## config.mk

```make
export PLATFORM = sky130hd
export DESIGN_NAME = pwm_capture_flat
export DESIGN_NICKNAME = d
export VERILOG_FILES = /design/src/rtl/pwm_capture_if.sv /design/src/rtl/pwm_capture.sv /design/src/flat_wrapper.sv
export SDC_FILE = /design/constraint.sdc
export NUM_CORES = 1
export LEC_CHECK = 0
export BUFFER_PORTS_ARGS = -buffer_cell sky130_fd_sc_hd__buf_2
export CAP_MARGIN = 20
export CELL_PAD_IN_SITES_DETAIL_PLACEMENT = 1
export CELL_PAD_IN_SITES_GLOBAL_PLACEMENT = 1
export CORE_MARGIN = 2
export CORE_UTILIZATION = 42
export DETAILED_ROUTE_END_ITERATION = 8
export PLACE_DENSITY_LB_ADDON = 0.1
export SLEW_MARGIN = 10
export SYNTH_ARGS = -nofsm -noshare
export SYNTH_HDL_FRONTEND = slang
export SYNTH_SLANG_ARGS = --single-unit
```

## constraint.sdc

```tcl
create_clock -name clk -period 8.15 [get_ports clk]
set_input_delay 0.815 -clock clk [delete_from_list [all_inputs] [get_ports clk]]
set_output_delay 0.815 -clock clk [all_outputs]
set_load 0.02 [all_outputs]
```

## src/rtl/pwm_capture_if.sv

```systemverilog
// ---------------------------------------------------------------------------
// pwm_capture_if
//   Bundle between the motor PWM capture block and its consumer.
//   mot_pwm : raw motor PWM line (asynchronous to clk)
//   duty    : last accepted duty, 0..90
//   mot_rpm : decoded motor RPM
//   valid   : one-cycle strobe when duty/mot_rpm update
//   per_err : last completed period was out of tolerance (sticky)
//   stuck   : no edge seen for the timeout window
//   master  : the capture block (samples mot_pwm, drives the results)
//   slave   : the consumer / line driver (drives mot_pwm, reads the results)
// ---------------------------------------------------------------------------
interface pwm_capture_if;
  logic        mot_pwm;
  logic [6:0]  duty;
  logic [15:0] mot_rpm;
  logic        valid;
  logic        per_err;
  logic        stuck;

  modport master (input mot_pwm, output duty, mot_rpm, valid, per_err, stuck);
  modport slave  (output mot_pwm, input duty, mot_rpm, valid, per_err, stuck);
endinterface

```

## src/rtl/pwm_capture.sv

```systemverilog
// ---------------------------------------------------------------------------
// pwm_capture
//   Receive-side decoder for the 4 kHz motor PWM line, sampled at the 400 kHz
//   system clock. Measures high time and period in clocks, checks the period
//   against nominal, and reports duty (0..90) plus the equivalent motor RPM.
//
//   Ports
//     clk    : system clock
//     resetn : asynchronous active-low reset
//     cap    : pwm_capture_if.master (mot_pwm in; duty, mot_rpm, valid,
//              per_err, stuck out)
//
//   Parameters
//     PERIOD_CNT : nominal period in clocks
//     PERIOD_TOL : accepted +/- deviation of the measured period
//     TIMEOUT    : clocks without an edge before the line is stuck (1..255)
//
//   Build option
//     PWM_CAPTURE_FILTER_EN : when defined, a 3-sample glitch filter follows
//     the synchronizer (ignores 1-2 cycle pulses/gaps, adds 2 clk latency).
// ---------------------------------------------------------------------------
module pwm_capture #(
  parameter int PERIOD_CNT = 100,
  parameter int PERIOD_TOL = 2,
  parameter int TIMEOUT    = 255
) (
  input  logic          clk,
  input  logic          resetn,
  pwm_capture_if.master cap
);

  localparam logic [1:0] ST_IDLE  = 2'd0;
  localparam logic [1:0] ST_HIGH  = 2'd1;
  localparam logic [1:0] ST_LOW   = 2'd2;
  localparam logic [1:0] ST_STUCK = 2'd3;

  localparam logic [7:0] IDLE_MAX   = 8'(TIMEOUT);
  localparam logic [7:0] IDLE_LIMIT = 8'(TIMEOUT - 1);
  localparam logic [8:0] PER_MIN    = 9'(PERIOD_CNT - PERIOD_TOL);
  localparam logic [8:0] PER_MAX    = 9'(PERIOD_CNT + PERIOD_TOL);
  localparam logic [7:0] DUTY_MAX   = 8'd90;
  localparam logic [7:0] CNT_MAX    = 8'hFF;

  // -------------------------------------------------------------------------
  // Input conditioning
  // -------------------------------------------------------------------------
  logic sync_q1, sync_q2;
  logic lvl, lvl_q;
  logic edge_det, rise_det, fall_det;

  always_ff @(posedge clk or negedge resetn) begin
    if (!resetn) begin
      sync_q1 <= 1'b0;
      sync_q2 <= 1'b0;
    end else begin
      sync_q1 <= cap.mot_pwm;
      sync_q2 <= sync_q1;
    end
  end

`ifdef PWM_CAPTURE_FILTER_EN
  logic hist1, hist2;

  always_ff @(posedge clk or negedge resetn) begin
    if (!resetn) begin
      hist1 <= 1'b0;
      hist2 <= 1'b0;
    end else begin
      hist1 <= sync_q2;
      hist2 <= hist1;
    end
  end

  // The filtered level only follows the line once three consecutive
  // synchronized samples agree; otherwise it holds its previous value.
  assign lvl = (sync_q2 == hist1 && hist1 == hist2) ? sync_q2 : lvl_q;
`else
  assign lvl = sync_q2;
`endif

  always_ff @(posedge clk or negedge resetn) begin
    if (!resetn) lvl_q <= 1'b0;
    else         lvl_q <= lvl;
  end

  assign edge_det = lvl ^ lvl_q;
  assign rise_det = edge_det & lvl;
  assign fall_det = edge_det & ~lvl;

  // -------------------------------------------------------------------------
  // Measurement FSM and counters
  // -------------------------------------------------------------------------
  logic [1:0] state;
  logic [7:0] hi_cnt, per_cnt, idle_cnt;
  logic       skip_eval;   // period began from STUCK via a falling edge
  logic       timeout;
  logic       eval_go;
  logic [8:0] eval_per;
  logic [7:0] eval_hi;

  // An edge in the same cycle as the timeout wins; STUCK never re-times out.
  assign timeout = !edge_det && (idle_cnt == IDLE_LIMIT) && (state != ST_STUCK);

  always_ff @(posedge clk or negedge resetn) begin
    if (!resetn) begin
      state     <= ST_IDLE;
      hi_cnt    <= 8'd0;
      per_cnt   <= 8'd0;
      idle_cnt  <= 8'd0;
      skip_eval <= 1'b0;
      eval_go   <= 1'b0;
      eval_per  <= 9'd0;
      eval_hi   <= 8'd0;
    end else begin
      eval_go <= 1'b0;

      if (edge_det)                idle_cnt <= 8'd0;
      else if (idle_cnt != IDLE_MAX) idle_cnt <= idle_cnt + 8'd1;

      // NOTE: the counter clears in the case below are later non-blocking
      // assignments to the same registers, so they override these increments.
      if (per_cnt != CNT_MAX)                      per_cnt <= per_cnt + 8'd1;
      if (state == ST_HIGH && hi_cnt != CNT_MAX)   hi_cnt  <= hi_cnt + 8'd1;

      case (state)
        ST_IDLE: begin
          if (rise_det) begin
            state   <= ST_HIGH;
            hi_cnt  <= 8'd0;
            per_cnt <= 8'd0;
          end else if (timeout) begin
            state <= ST_STUCK;
          end
        end
        ST_HIGH: begin
          if (fall_det)      state <= ST_LOW;
          else if (timeout)  state <= ST_STUCK;
        end
        ST_LOW: begin
          if (rise_det) begin
            state     <= ST_HIGH;
            hi_cnt    <= 8'd0;
            per_cnt   <= 8'd0;
            eval_go   <= !skip_eval;
            eval_per  <= {1'b0, per_cnt} + 9'd1;
            eval_hi   <= hi_cnt;
            skip_eval <= 1'b0;
          end else if (timeout) begin
            state <= ST_STUCK;
          end
        end
        ST_STUCK: begin
          if (rise_det) begin
            state   <= ST_HIGH;
            hi_cnt  <= 8'd0;
            per_cnt <= 8'd0;
          end else if (fall_det) begin
            state     <= ST_LOW;
            skip_eval <= 1'b1;
          end
        end
        default: state <= ST_IDLE;
      endcase
    end
  end

  // -------------------------------------------------------------------------
  // Evaluation and result registers
  // -------------------------------------------------------------------------
  logic        per_ok;
  logic [6:0]  new_duty;
  logic [15:0] duty_w, new_rpm;

  assign per_ok   = (eval_per >= PER_MIN) && (eval_per <= PER_MAX);
  assign new_duty = (eval_hi > DUTY_MAX) ? DUTY_MAX[6:0] : eval_hi[6:0];
  assign duty_w   = {9'd0, new_duty};
  // 61*duty + 500 built from a shift and small subtractions.
  assign new_rpm  = (duty_w << 6) - (duty_w << 1) - duty_w + 16'd500;

  logic [6:0]  duty_q;
  logic [15:0] rpm_q;
  logic        valid_q, per_err_q, stuck_q;

  always_ff @(posedge clk or negedge resetn) begin
    if (!resetn) begin
      duty_q    <= 7'd0;
      rpm_q     <= 16'd0;
      valid_q   <= 1'b0;
      per_err_q <= 1'b0;
      stuck_q   <= 1'b0;
    end else begin
      valid_q <= 1'b0;
      if (timeout) begin
        // Motor reported stopped; stuck persists until an accepted period.
        stuck_q <= 1'b1;
        duty_q  <= 7'd0;
        rpm_q   <= 16'd0;
        valid_q <= 1'b1;
      end else if (eval_go) begin
        if (per_ok) begin
          duty_q    <= new_duty;
          rpm_q     <= new_rpm;
          per_err_q <= 1'b0;
          stuck_q   <= 1'b0;
          valid_q   <= 1'b1;
        end else begin
          per_err_q <= 1'b1;
        end
      end
    end
  end

  assign cap.duty    = duty_q;
  assign cap.mot_rpm = rpm_q;
  assign cap.valid   = valid_q;
  assign cap.per_err = per_err_q;
  assign cap.stuck   = stuck_q;

endmodule

```

## src/flat_wrapper.sv

```systemverilog
// flat-port wrapper written by rule: the top's interface ports become plain ports
module pwm_capture_flat 
#(
  parameter int PERIOD_CNT = 100,
  parameter int PERIOD_TOL = 2,
  parameter int TIMEOUT    = 255
)
  (clk, resetn, cap_mot_pwm, cap_duty, cap_mot_rpm, cap_valid, cap_per_err, cap_stuck);
  pwm_capture_if cap_i ();
  input  logic clk;
  input  logic resetn;
  input wire logic [$bits(cap_i.mot_pwm)-1:0] cap_mot_pwm;
  output wire logic [$bits(cap_i.duty)-1:0] cap_duty;
  output wire logic [$bits(cap_i.mot_rpm)-1:0] cap_mot_rpm;
  output wire logic [$bits(cap_i.valid)-1:0] cap_valid;
  output wire logic [$bits(cap_i.per_err)-1:0] cap_per_err;
  output wire logic [$bits(cap_i.stuck)-1:0] cap_stuck;
  assign cap_i.mot_pwm = cap_mot_pwm;
  assign cap_duty = cap_i.duty;
  assign cap_mot_rpm = cap_i.mot_rpm;
  assign cap_valid = cap_i.valid;
  assign cap_per_err = cap_i.per_err;
  assign cap_stuck = cap_i.stuck;
  pwm_capture #(.PERIOD_CNT(PERIOD_CNT), .PERIOD_TOL(PERIOD_TOL), .TIMEOUT(TIMEOUT)) u_core (.clk(clk), .resetn(resetn), .cap(cap_i));
endmodule
```

Yosys cells after proc, flatten, opt, wreduce, memory -nomap -nowiden
Index checks and enable logic that the tools add are counted.

Add/sub/neg operators: 7. Order comparisons: 3. Equal/unequal tests: 12. Muxes and demuxes: 34. Bitwise operators: 5. Reductions and logical operators: 17.

Operators with widths (number): 8-bit two-way mux (8); 16-bit two-way mux (3); 7-bit two-way mux (4); 8-bit by 1-bit adder with 8-bit output (second input constant) (3); 8-bit inequality test (second input constant) (3); 16-bit by 9-bit adder with 16-bit output (second input constant) (1); 16-bit by 7-bit subtractor with 16-bit output (1); 13-bit by 8-bit subtractor with 14-bit output (1); 1-bit two-way mux (12); 2-bit two-way mux (5); 8-bit by 1-bit adder with 9-bit output (second input constant) (1); 9-bit by 7-bit greater-or-equal comparator with 1-bit output (second input constant) (1); 9-bit by 7-bit less-or-equal comparator with 1-bit output (second input constant) (1); 8-bit equality test (second input constant) (1); 8-bit by 7-bit greater-than comparator with 1-bit output (second input constant) (1); 2-bit nonzero test (4); 2-bit one-hot mux with 3 select lines (1); 2-bit AND reduction (3); 2-bit equality test (second input constant) (2); 1-bit logical AND (4); 2-bit by 1-bit inequality test with 1-bit output (second input constant) (2); 2-bit inequality test (second input constant) (2); 4-bit AND reduction (1); 3-bit by 1-bit inequality test with 1-bit output (second input constant) (1); other kinds (9) (12).

Register bits after elaboration: 74. Input port bits: 3. Output and inout port bits: 26. Logic and storage cells: 94.

Logic depth before layout (Yosys ltp)
Depth in word-level cells: 8. Depth in mapped cells: 19.

Worst setup path after synthesis
Ideal clock, no wire load.

Path kind: flip-flop to flip-flop. Start: register u_core.eval_hi[6]. End: register u_core.rpm_q[12] (netlist: u_core.cap.mot_rpm[12]). Setup time: 0.124 ns. Arrival: 3.898 ns. Data required time: 8.026 ns. Slack: 4.128 ns. Stages on the path, launching flop included: 16. Buffers on the path: 0. Cell sequence: dfrtp_1 nor2_2 or2_1 a21oi_1 nand2b_1 inv_1 ha_1 or3b_1 a2111oi_4 nor4_1 xnor2_1 ha_1 a21oi_1 o21a_1 a211oi_1 o31a_1.

Cells in the longest elaborated chain, start to end: 8.

Ends and longest elaborated chain: start, declared (RTL line pwm_capture.sv:99) `logic [7:0] eval_hi;`; start signal, assigned (RTL line pwm_capture.sv:146) `eval_hi <= hi_cnt;`; 8-bit by 7-bit greater-than comparator with 1-bit output (RTL line pwm_capture.sv:175) `assign new_duty = (eval_hi > DUTY_MAX) ? DUTY_MAX[6:0] : eval_hi[6:0];`; 7-bit two-way mux (*) (RTL line pwm_capture.sv:175); 13-bit by 8-bit subtractor with 14-bit output (RTL line pwm_capture.sv:178) `assign new_rpm = (duty_w << 6) - (duty_w << 1) - duty_w + 16'd500;`; 16-bit by 7-bit subtractor with 16-bit output (*) (RTL line pwm_capture.sv:178); 16-bit by 9-bit adder with 16-bit output (*) (RTL line pwm_capture.sv:178); 16-bit two-way mux (*) (RTL line pwm_capture.sv:200) `if (per_ok) begin`; 16-bit two-way mux (*) (RTL line pwm_capture.sv:199) `end else if (eval_go) begin`; 16-bit two-way mux (*) (RTL line pwm_capture.sv:193) `if (timeout) begin`; end signal, assigned (RTL line pwm_capture.sv:202) `rpm_q <= new_rpm;`; end, declared (RTL line pwm_capture.sv:181) `logic [15:0] rpm_q;`.

Mark *: on every way between the ends. The rest lies on a longest branch, timed or not. The select of a mux whose other input is x is not followed. A chain may end at the register's enable or synchronous reset.

Final worst setup path
Start: register u_core.eval_hi[7]. End: register u_core.rpm_q[15] (netlist: u_core.cap.mot_rpm[15]).

Cells in the longest elaborated chain, start to end: 8.

Ends and longest elaborated chain (RTL line): 8-bit by 7-bit greater-than comparator with 1-bit output (*) (pwm_capture.sv:175); 7-bit two-way mux (*) (pwm_capture.sv:175); 13-bit by 8-bit subtractor with 14-bit output (pwm_capture.sv:178); 16-bit by 7-bit subtractor with 16-bit output (*) (pwm_capture.sv:178); 16-bit by 9-bit adder with 16-bit output (*) (pwm_capture.sv:178); 16-bit two-way mux (*) (pwm_capture.sv:200); 16-bit two-way mux (*) (pwm_capture.sv:199); 16-bit two-way mux (*) (pwm_capture.sv:193).

Marks and branches as above.

==> flow_metrics.tcl <==
set metrics [dict create \
    outcome "completed" \
    drive_gt1_share_pct 16.0 \
    grt_pass1_vias 3422 \
    endpoint_kind "flop" \
    ios 29 \
    place_congestion 0.837 \
    path_class "flop to flop" \
    ys_seq_area_share_pct 42.6 \
    max_freq_mhz 211 \
    antenna_cells 0 \
    grt_max_degree 73 \
    rsz0062_at_grt "false" \
    synthFlopType "dfrtp_1" \
    final_area_mm2 0.00468 \
    placed_cells 585 \
    final_max_slew_viol_count 0 \
    synth-edff-count 0 \
    r2r-start "u_core.eval_hi[7]$_DFFE_PN0P_" \
    antenna_found_initial 0 \
    reg2reg_to "u_core.cap.mot_rpm[15]$_DFFE_PN0P_" \
    ant_nets 0 \
    hold_slack_ns 0.358 \
    maxSlewHeadroom_pct 31.3 \
    final_util_pct 47.9 \
    p_int_mw 0.956 \
    syn2layout_area_growth_pct 10.7 \
    finalPower_mw 1.70 \
    holdBufCountCts 0 \
    fin_crit_sh_pct 58.1 \
    cp_max_fo 9 \
    hold_class "flop to flop" \
    netlist_area_mm2 0.00423 \
    synth_nets 469 \
    setup_ws_ns 3.42 \
    finClkSkew_ns 0.0102 \
    vias 3315 \
    die-area_mm2 0.0109 \
    core-area_mm2 0.00977 \
    p_leak_nw 2.22 \
    min_to "u_core.lvl$_DFF_PN0_" \
    route.detailed.drc 0 \
    swShare_pct 43.7 \
    fin_nets 492 \
    clk_path_buf_depth 2 \
    rows 36 \
    fin_crit_ns 4.73 \
    grt_pass1_wl_mm 17.1 \
    rrSetupSlack_ns 3.42 \
    worstHoldStart "u_core.sync_q1$_DFF_PN0_" \
    critPathBufInv 2 \
    synth_top_area_share_pct 42.6 \
    ys_ff_latch 72 \
    firstDrtPassIters 4 \
    ys_warn_count 0 \
    crit_arrival_ns 5.00 \
    start_util_pct 43.2 \
    die_h_um 104 \
    via_per_inst 5.52 \
    async_reset_ff_share_pct 100 \
    synth_top_area_cell "dfrtp_1" \
    comb_power_share_pct 54.9 \
    tritoncts "yes" \
    synth.distinct_cells 67 \
    instances_no_fill 601 \
    tns_ns 0 \
    dp_slack_ns 3.47 \
    whs_path_depth 0 \
    drt_wl_total_mm 9.90 \
    h-tree-depth 3 \
    maxCapViolations 0 \
    critPathLaunchType "flop" \
    clockRootBuffer "clkbuf_8" \
    clock_power_share_pct 17.4 \
    crit_chain "nor2_2 -> or2_1 -> a21oi_1 -> nand2b_1 -> inv_1 -> ha_1 -> or3b_1 -> a2111oi_4 -> nor4_1 -> xnor2_1 -> inv_1 -> ha_1 -> o21a_1 -> o21ai_0 -> o21ai_0 -> a21boi_0 -> a311oi_2" \
    path_clk_slew_ns 0.09 \
    drt-initial-drc-count 127 \
    grt_use_total_pct 19.3 \
    cts_buffers 9 \
    wire_per_inst_um 16.5 \
    r2r_cells 17 \
    postPlaceCellArea_mm2 0.00447 \
    grt_overflow 0 \
    slowest_delay_ns 0.55 \
    worst_pin_slew_ns 1.03 \
    crit_family "compound AO/OA/AOI/OAI gates" \
    portBuffers 28 \
    synth_area_leaders "dfrtp_1 43%, ha_1 7.4%, nand2_1 3.7%, xnor2_1 3.7%, a21oi_1 3.7%" \
    finalHoldViolations 0 \
    place_hpwl_mm 7.16 \
    cts_resized 0 \
    required_ns 8.42 \
    clk_latency_ns 0.36 \
    numClockSinks 72 \
    setup_viol 0 \
    syn_area_per_cell_um2 9.60 \
    syn_inst 440 \
    ir_worst_vdd_v 0.000125 \
    worst_path_max_delay_cell "dfrtp_1" \
    post-cts-setup-buffer-count 0 \
    switchingPower_mw 0.741 \
    power_frac_seq_pct 27.6 \
    die_x_um 104 \
    powerDensity_mw_per_mm2 363 \
]
registers in the layout (all words and copies together) (netlist names), 2 cells and up:
| signal | flops |
|---|---|
| u_core.state | 2 |
| u_core.cap.mot_rpm | 16 |
| u_core.eval_hi | 8 |
| u_core.idle_cnt | 8 |
| u_core.hi_cnt | 8 |
| u_core.per_cnt | 8 |
| u_core.cap.duty | 5 |
| u_core.eval_per | 9 |
Yosys cell counts, types with 2 or more instances:
| cell type | count |
|---|---|
| or3_1 | 3 |
| nand4_1 | 5 |
| a21boi_0 | 2 |
| buf_4 | 2 |
| nor2_1 | 39 |
| a2111oi_4 | 2 |
| inv_1 | 23 |
| a211oi_1 | 12 |
| nor4_1 | 3 |
| o211ai_1 | 2 |
| xnor2_1 | 18 |
| nand2_1 | 42 |
| o21ai_1 | 2 |
| a22oi_1 | 2 |
| nor3b_1 | 3 |
| a21o_1 | 2 |
| nand2b_1 | 4 |
| ha_1 | 25 |
| a31oi_1 | 6 |
| and2b_1 | 2 |
| o31a_1 | 2 |
| nor3_1 | 8 |
| o21ai_0 | 21 |
| and3_1 | 11 |
| nand3_1 | 11 |
| mux2i_1 | 4 |
| a311oi_2 | 2 |
| o211a_1 | 2 |
| a21oi_1 | 31 |
| or4_1 | 2 |
| mux2_2 | 9 |
| buf_1 | 2 |
| a22o_1 | 2 |
| clkbuf_1 | 12 |
| or2_2 | 3 |
| xor2_1 | 8 |
| dfrtp_1 | 72 |
| nor2b_1 | 2 |
| and2_1 | 4 |
| o21a_1 | 6 |
power groups by stage:
stage | clock network (mW) | registers [mW] | logic [mW]
3_5_place_dp | 0 | 0.476 | 0.931
6_report | 0.296 | 0.469 | 0.932
4_1_cts | 0.309 | 0.469 | 0.938
3_3_place_gp | 0 | 0.471 | 0.909
2_1_floorplan | 0 | 0.446 | 0.756
5_1_grt | 0.319 | 0.479 | 1.05
cells in the final DEF (no fill, tap or decap), types with 3 or more instances in the layout:
cell,synthesis,layout
dfrtp_1,72,72
nand2_1,42,42
nor2_1,39,39
a21oi_1,31,30
buf_2,1,28
ha_1,25,25
inv_1,23,23
o21ai_0,21,21
xnor2_1,18,18
a211oi_1,12,12
and3_1,11,11
nand3_1,11,11
mux2_2,9,9
clkbuf_8,0,9
xor2_1,8,8
nor3_1,8,8
a31oi_1,6,6
o21a_1,6,6
nand4_1,5,5
nand2b_1,4,4
and2_1,4,4
mux2i_1,4,4
clkinv_4,0,4
or3_1,3,3
nor3b_1,3,3
or2_2,3,3
nor4_1,3,3
worst max-delay path by stage:
stage	from	to	slack, ns	cells after the start
after floorplan	u_core.eval_hi[6]$_DFFE_PN0P_	u_core.cap.mot_rpm[12]$_DFFE_PN0P_	4.13	15
after global placement	u_core.eval_hi[7]$_DFFE_PN0P_	u_core.cap.mot_rpm[12]$_DFFE_PN0P_	3.73	15
after detailed placement	u_core.eval_hi[6]$_DFFE_PN0P_	u_core.cap.mot_rpm[15]$_DFFE_PN0P_	3.47	17
after CTS	u_core.eval_hi[6]$_DFFE_PN0P_	u_core.cap.mot_rpm[15]$_DFFE_PN0P_	3.43	17
after global routing	u_core.eval_hi[7]$_DFFE_PN0P_	u_core.cap.mot_rpm[15]$_DFFE_PN0P_	3.01	17
final	u_core.eval_hi[7]$_DFFE_PN0P_	u_core.cap.mot_rpm[15]$_DFFE_PN0P_	3.42	17
routing by layer:
layer  part of all wire, %  global-route usage, %
met5                     0                      0
met4                   1.9                   7.82
met3                   2.4                   3.13
met2                    49                   31.0
met1                    47                   26.0
cell type report:
cell class / count / area [um^2]
Sequential cell: 72 / 1800
Tap cell: 133 / 166
Inverter: 23 / 86.3
Timing Repair Buffer: 30 / 155
Fill cell: 1131 / 5100
Clock inverter: 7 / 81.3
Clock buffer: 9 / 124
Multi-Input combinational cell: 327 / 2260
kinds of logic (layout without fill, tap and decap cells):
family                     Yosys count  in the layout  share of synthesized area (%)
adders and majority gates           26             26                           7.88
xor gates and xnor gates            26             26                           5.39
buffers and inverters               41             69                           4.03
AOI/OAI and AO/OA                  110            110                           18.8
DFF                                 72             72                           42.6
and+or+nand+nor                    152            152                           17.9
muxes                               13             13                           3.35
Note: power is estimated with default switching activity, not from simulation.
